[src/rtl/ps2_key_decoder_pkg.sv]
// Shared constants and FSM encoding for the PS/2 scan-code decoder.
package ps2_key_decoder_pkg;

   localparam logic [7:0] SC_BREAK   = 8'hF0;
   localparam logic [7:0] SC_EXT     = 8'hE0;
   localparam logic [7:0] ASCII_NONE = 8'h00;

   typedef enum logic [1:0] {
      ST_WAIT = 2'd0,
      ST_POP  = 2'd1,
      ST_GAP  = 2'd2
   } state_t;

endpackage

[src/rtl/ps2_key_decoder_if.sv]
// Receiver FIFO handshake. kbd_data is valid whenever kbd_ready=1; a one-cycle
// low pulse on kbd_nextdata_n pops the head byte, and ready/data settle within one cycle.
interface ps2_key_decoder_if;

   logic [7:0] kbd_data;
   logic       kbd_ready;
   logic       kbd_nextdata_n;

   modport master (output kbd_data, output kbd_ready, input kbd_nextdata_n);
   modport slave  (input kbd_data, input kbd_ready, output kbd_nextdata_n);

endinterface

[src/rtl/ps2_scancode_to_ascii.sv]
// Combinational set-2 scan code to lowercase ASCII table (letters and main-row digits).
module ps2_scancode_to_ascii
   import ps2_key_decoder_pkg::*;
(
   input  logic [7:0] code_i,
   output logic [7:0] ascii_o
);

   always_comb begin
      ascii_o = ASCII_NONE;
      case (code_i)
         8'h1C: ascii_o = 8'h61; // a
         8'h32: ascii_o = 8'h62;
         8'h21: ascii_o = 8'h63;
         8'h23: ascii_o = 8'h64;
         8'h24: ascii_o = 8'h65;
         8'h2B: ascii_o = 8'h66;
         8'h34: ascii_o = 8'h67;
         8'h33: ascii_o = 8'h68;
         8'h43: ascii_o = 8'h69;
         8'h3B: ascii_o = 8'h6A;
         8'h42: ascii_o = 8'h6B;
         8'h4B: ascii_o = 8'h6C;
         8'h3A: ascii_o = 8'h6D;
         8'h31: ascii_o = 8'h6E;
         8'h44: ascii_o = 8'h6F;
         8'h4D: ascii_o = 8'h70;
         8'h15: ascii_o = 8'h71;
         8'h2D: ascii_o = 8'h72;
         8'h1B: ascii_o = 8'h73;
         8'h2C: ascii_o = 8'h74;
         8'h3C: ascii_o = 8'h75;
         8'h2A: ascii_o = 8'h76;
         8'h1D: ascii_o = 8'h77;
         8'h22: ascii_o = 8'h78;
         8'h35: ascii_o = 8'h79;
         8'h1A: ascii_o = 8'h7A; // z
         8'h45: ascii_o = 8'h30; // 0
         8'h16: ascii_o = 8'h31;
         8'h1E: ascii_o = 8'h32;
         8'h26: ascii_o = 8'h33;
         8'h25: ascii_o = 8'h34;
         8'h2E: ascii_o = 8'h35;
         8'h36: ascii_o = 8'h36;
         8'h3D: ascii_o = 8'h37;
         8'h3E: ascii_o = 8'h38;
         8'h46: ascii_o = 8'h39; // 9
         default: ascii_o = ASCII_NONE;
      endcase
   end

endmodule

[src/rtl/ps2_key_decoder.sv]
// Pops scan bytes from the PS/2 receiver FIFO, decodes make/break/extended
// sequences, and tracks the newest held key, its ASCII code and a press count.
module ps2_key_decoder
   import ps2_key_decoder_pkg::*;
#(
   parameter int CNT_W = 8
) (
   input  logic             clk,
   input  logic             rst,
   ps2_key_decoder_if.slave kbd,
   output logic [7:0]       scan_code,
   output logic [7:0]       ascii,
   output logic             key_ext,
   output logic             key_down,
   output logic             press_pulse,
   output logic [CNT_W-1:0] key_count,
   output state_t           dbg_state
);

   state_t           state_q;
   logic             nextdata_n_q;
   logic [7:0]       scan_code_q;
   logic [7:0]       ascii_q;
   logic             key_ext_q;
   logic             key_down_q;
   logic             press_pulse_q;
   logic [CNT_W-1:0] key_count_q;
   logic             break_flag_q;
   logic             ext_flag_q;

   logic [7:0]       rom_ascii;
   logic [7:0]       ascii_d;
   logic             same_key;

   ps2_scancode_to_ascii u_rom (
      .code_i  (kbd.kbd_data),
      .ascii_o (rom_ascii)
   );

   // Extended keys share base codes with ordinary keys, so they never map to ASCII.
   assign ascii_d  = ext_flag_q ? ASCII_NONE : rom_ascii;
   assign same_key = key_down_q && (kbd.kbd_data == scan_code_q) && (ext_flag_q == key_ext_q);

   always_ff @(posedge clk or negedge rst) begin
      if (!rst) begin
         state_q       <= ST_WAIT;
         nextdata_n_q  <= 1'b1;
         scan_code_q   <= 8'h00;
         ascii_q       <= ASCII_NONE;
         key_ext_q     <= 1'b0;
         key_down_q    <= 1'b0;
         press_pulse_q <= 1'b0;
         key_count_q   <= '0;
         break_flag_q  <= 1'b0;
         ext_flag_q    <= 1'b0;
      end else begin
         press_pulse_q <= 1'b0;
         case (state_q)
            ST_WAIT: begin
               if (kbd.kbd_ready) begin
                  state_q      <= ST_POP;
                  nextdata_n_q <= 1'b0;
                  if (kbd.kbd_data == SC_BREAK) begin
                     break_flag_q <= 1'b1;
                  end else if (kbd.kbd_data == SC_EXT) begin
                     ext_flag_q <= 1'b1;
                  end else if (break_flag_q) begin
                     // Releases of anything but the tracked key are dropped.
                     if (same_key) key_down_q <= 1'b0;
                     break_flag_q <= 1'b0;
                     ext_flag_q   <= 1'b0;
                  end else begin
                     if (!same_key) begin
                        scan_code_q   <= kbd.kbd_data;
                        ascii_q       <= ascii_d;
                        key_ext_q     <= ext_flag_q;
                        key_down_q    <= 1'b1;
                        key_count_q   <= key_count_q + 1'b1;
                        press_pulse_q <= 1'b1;
                     end
                     ext_flag_q <= 1'b0;
                  end
               end
            end
            ST_POP: begin
               nextdata_n_q <= 1'b1;
               state_q      <= ST_GAP;
            end
            ST_GAP: begin
               state_q <= ST_WAIT;
            end
            default: begin
               nextdata_n_q <= 1'b1;
               state_q      <= ST_WAIT;
            end
         endcase
      end
   end

   assign kbd.kbd_nextdata_n = nextdata_n_q;
   assign scan_code          = scan_code_q;
   assign ascii              = ascii_q;
   assign key_ext            = key_ext_q;
   assign key_down           = key_down_q;
   assign press_pulse        = press_pulse_q;
   assign key_count          = key_count_q;
   assign dbg_state          = state_q;

endmodule
[src/flat_wrapper.sv]
// flat-port wrapper written by rule: the top's interface ports become plain ports
module ps2_key_decoder_flat import ps2_key_decoder_pkg::*;
#(
   parameter int CNT_W = 8
)
  (clk, rst, scan_code, ascii, key_ext, key_down, press_pulse, key_count, dbg_state, kbd_kbd_data, kbd_kbd_ready, kbd_kbd_nextdata_n);
  ps2_key_decoder_if kbd_i ();
  input  logic clk;
  input  logic rst;
  output logic [7:0] scan_code;
  output logic [7:0] ascii;
  output logic key_ext;
  output logic key_down;
  output logic press_pulse;
  output logic [CNT_W-1:0] key_count;
  output state_t dbg_state;
  input wire logic [$bits(kbd_i.kbd_data)-1:0] kbd_kbd_data;
  input wire logic [$bits(kbd_i.kbd_ready)-1:0] kbd_kbd_ready;
  output wire logic [$bits(kbd_i.kbd_nextdata_n)-1:0] kbd_kbd_nextdata_n;
  assign kbd_i.kbd_data = kbd_kbd_data;
  assign kbd_i.kbd_ready = kbd_kbd_ready;
  assign kbd_kbd_nextdata_n = kbd_i.kbd_nextdata_n;
  ps2_key_decoder #(.CNT_W(CNT_W)) u_core (.clk(clk), .rst(rst), .kbd(kbd_i), .scan_code(scan_code), .ascii(ascii), .key_ext(key_ext), .key_down(key_down), .press_pulse(press_pulse), .key_count(key_count), .dbg_state(dbg_state));
endmodule
[config.mk]
export PLATFORM = sky130hd
export DESIGN_NAME = ps2_key_decoder_flat
export DESIGN_NICKNAME = d
export VERILOG_FILES = /design/src/rtl/ps2_key_decoder_pkg.sv /design/src/rtl/ps2_key_decoder_if.sv /design/src/rtl/ps2_scancode_to_ascii.sv /design/src/rtl/ps2_key_decoder.sv /design/src/flat_wrapper.sv
export SDC_FILE = /design/constraint.sdc
export NUM_CORES = 1
export LEC_CHECK = 0
export ABC_CLOCK_PERIOD_IN_PS = 2300
export CORE_MARGIN = 2
export CORE_UTILIZATION = 50
export CTS_CLUSTER_SIZE = 12
export DETAILED_ROUTE_END_ITERATION = 10
export DONT_BUFFER_PORTS = 1
export PLACE_DENSITY = 0.66
export SETUP_SLACK_MARGIN = 0.02
export SLEW_MARGIN = 20
export SYNTH_ARGS = -nofsm -noshare
export SYNTH_HDL_FRONTEND = slang
export SYNTH_SLANG_ARGS = --single-unit
export TNS_END_PERCENT = 5
[constraint.sdc]
create_clock -name clk -period 2.3 [get_ports clk]
set_clock_uncertainty 0.2 [all_clocks]
set_input_delay 0.23 -clock clk [delete_from_list [all_inputs] [get_ports clk]]
set_output_delay 0.23 -clock clk [all_outputs]
set_load 0.01 [all_outputs]
==> metrics <==
placed cells 286; wire length per cell 19.0 µm; count of final setup violators 0; WP data arrival 2.16 ns; Worst setup startpoint u_core.scan_code[5]; endpoint type of the worst setup path flip-flop; worst hold slack -0.00884 ns; sequential-to-total area share from yosys stat 0.356; initial antenna violation count 0; total track usage 0.252; setup TNS 0 ns; critical path peak fanout 5; die height 70.0 µm; drt pass-1 iters 4; io pins 41; HP Class input port to flip-flop; first-pass GRT wire length 9.62 mm; detailed-route DRC error count 0; final-report hold violation count 1; Synth Area in Compound Gates 0.184; FP Rows 24; Syn Area/Cell 9.24 µm²; Slew Limit Headroom 0.596; Clk Tree Root Cell clkbuf_8; TritonCTS clock tree done; via count 1861; Synth Flop Type dfrtp_1; area share of the largest cell type after synthesis 0.344; H-tree depth 2; CORE AREA 4260 µm²; crit path kind flip-flop to flip-flop; Clk Latency, worst-skew pair 0.29 ns; fin util 0.604; antenna diode count 0; Area Overhead vs Synth 18.3%; Clock Tree Buf Depth 2; vias in the first global route 1884; DP Worst Slack -0.0722 ns; Hold Crit Start kbd_kbd_data[0]; fin crit share 0.952; synthesized area 2180 µm²; Placer Congestion 0.890; Detailed Place HPWL 3.66 mm; failing checks negative hold slack; die area 4900 µm²; max-cap violations 0; Synth top cells by count 30 x dfrtp_1, 30 x nand2_1, 11 x nor2_1, 11 x xor2_1; Switching Share 0.352; share of flip-flops with an asynchronous set or reset 1.00; antenna viol nets, final 0; sw power 0.740 mW; xor-xnor portion of the synthesized cell area 0.0643; nets@finish 277; CP startpoint kind flip-flop; Starting Density 0.511; cts bufs inserted 5; Mapped Nets 256; Final Non-Filler Cells 310; overall routed net length 5.88 mm; sequential share of power 0.424; port bufs 0; RSZ-0062 raised after global routing yes; largest net degree at the start of global routing 34; Yosys warnings 0; Clock power frac 0.265; Initial DRC Count 149; Post-synth EDFFs 0; Power Internal 1.36 mW; simple-gate area share of the yosys netlist 0.243; pwr dens 816 nW/µm²; gate count of the mapped netlist 236; layout cells sized above 1 0.190; Yosys reg bits 31; CTS clk-pin slew, worst paths 0.07 ns; worst endpoint required time 2.27 ns; Final Critical Period 2.19 ns; clk sinks 31; post-synthesis mux area share 0.0385; Worst R2R Start u_core.scan_code[5]; number of distinct library cells after synthesis 53; Leakage 1.13 nW; worst path setup slack after routing 0.111 ns; final slew viol count 0; status complete, but fails checks; combinational share of power 0.311; post-synthesis adder-cell area fraction 0.0517; Die Width 70.0 µm; largest cells by area after synthesis dfrtp_1 34%, ha_1 5.2%, nand2_1 5.2%, xor2_1 4.4%, nand2b_1 2.9%; main combinational cell family by area after synthesis simple AND/OR/NAND/NOR gates; Max Fclk 0.457 GHz; Peak VDD IR 0.481 mV; GR Overflow Total 0; Least-Margin Pin Slew 0.590 ns; dominant cell type by area after synthesis dfrtp_1; post-DR vias/cell 6.00
==> worst paths after layout <==
check | cells past startpoint | slack, ns | endpoint
worst max-delay path | 9 | 0.11 | u_core.key_count[7]
worst min register to register | 1 | 0.29 | u_core.key_down
max in group asynchronous | 2 | 1.43 | u_core.kbd.kbd_nextdata_n
worst min-delay path | 2 | -0.009 | u_core.scan_code[0]
min in group asynchronous | 2 | 0.21 | u_core.ascii[5]
worst max register to register | 9 | 0.11 | u_core.key_count[7]
==> worst max-delay path, cell delays in order, from the launching register on <==
cell and delay [ns]:
dfrtp_1 0.39, xor2_1 0.15, nor4_1 0.33, nand4_1 0.15, ha_2 0.22, nand4bb_4 0.11, o21bai_4 0.20, buf_12 0.15
nor3_2 0.04, xor2_1 0.14
==> registers in the layout (all words and copies together) (netlist names) <==
register / flops
u_core.key_count: 8
u_core.dbg_state: 2
u_core.scan_code: 8
u_core.kbd.kbd_nextdata_n: 1
u_core.ascii: 7
u_core.key_down: 1
u_core.key_ext: 1
u_core.press_pulse: 1
u_core.ext_flag_q: 1
u_core.break_flag_q: 1
==> cell type report <==
type | count | area, µm²
fillers | 372 | 1690
multi-input cells | 181 | 1320
flip-flops and latches | 31 | 777
repair buffers | 28 | 263
clock buffers | 6 | 82.6
well taps | 52 | 65.1
inverters | 10 | 40.0
clock inverters | 2 | 35.0
==> cells by family after synthesis <==
| group | Yosys count |
|---|---|
| flip-flops | 31 |
| AND/OR/NAND/NOR | 89 |
| buffers and inverters | 25 |
| XOR/XNOR | 16 |
| other | 1 |
| multiplexers | 7 |
| adder cells (fa/ha/maj) | 9 |
| AO/OA/AOI/OAI | 58 |
==> stage by stage <==
| stage | cell area, µm² | power, mW | hold WS [ns] |
|---|---|---|---|
| 6_report | 2580 | 2.10 | -0.00884 |
| 3_5_place_dp | 2250 | 1.46 | -0.265 |
| 5_1_grt | 2580 | 2.23 | 0.0213 |
| 2_1_floorplan | 2180 | 1.28 | -0.266 |
| 4_1_cts | 2530 | 2.09 | 0.00301 |
| 3_3_place_gp | 2250 | 1.45 | -0.265 |
==> power groups by stage <==
| stage | Sequential [mW] | Combinational (mW) | Clock [mW] |
|---|---|---|---|
| floorplan | 0.907 | 0.372 | 0 |
| global placement | 0.896 | 0.555 | 0 |
| detailed placement | 0.901 | 0.560 | 0 |
| CTS | 0.891 | 0.637 | 0.564 |
| global route | 0.917 | 0.727 | 0.581 |
| finish | 0.893 | 0.654 | 0.556 |
==> layer usage <==
layer  track usage  vias to the layer above  wire length (µm)
met1         0.343                      882              2640
met5             0                        -                 0
met3        0.0635                       20               395
li1              -                      892                 -
met2         0.384                       67              2670
met4         0.103                        0               178
==> placed cells by master, fill, tap and decap left out, types with 9 or more instances in the layout <==
cell type	Yosys	final
a21oi_1	9	9
buf_4	2	16
dfrtp_1	30	30
inv_1	9	9
nand2_1	30	30
nand2b_1	10	10
nor2_1	11	11
o21ai_0	9	9
xor2_1	11	11
==> repair_timing <==
item	CTS	global route
pin swaps	0	10
setup endpoints to repair	15	23
gates resized for setup	2	6
hold endpoints to repair	45	0
cloned	0	1
hold buffers	9	0
setup buffers	5	1
(Power assumes the default switching activity.)
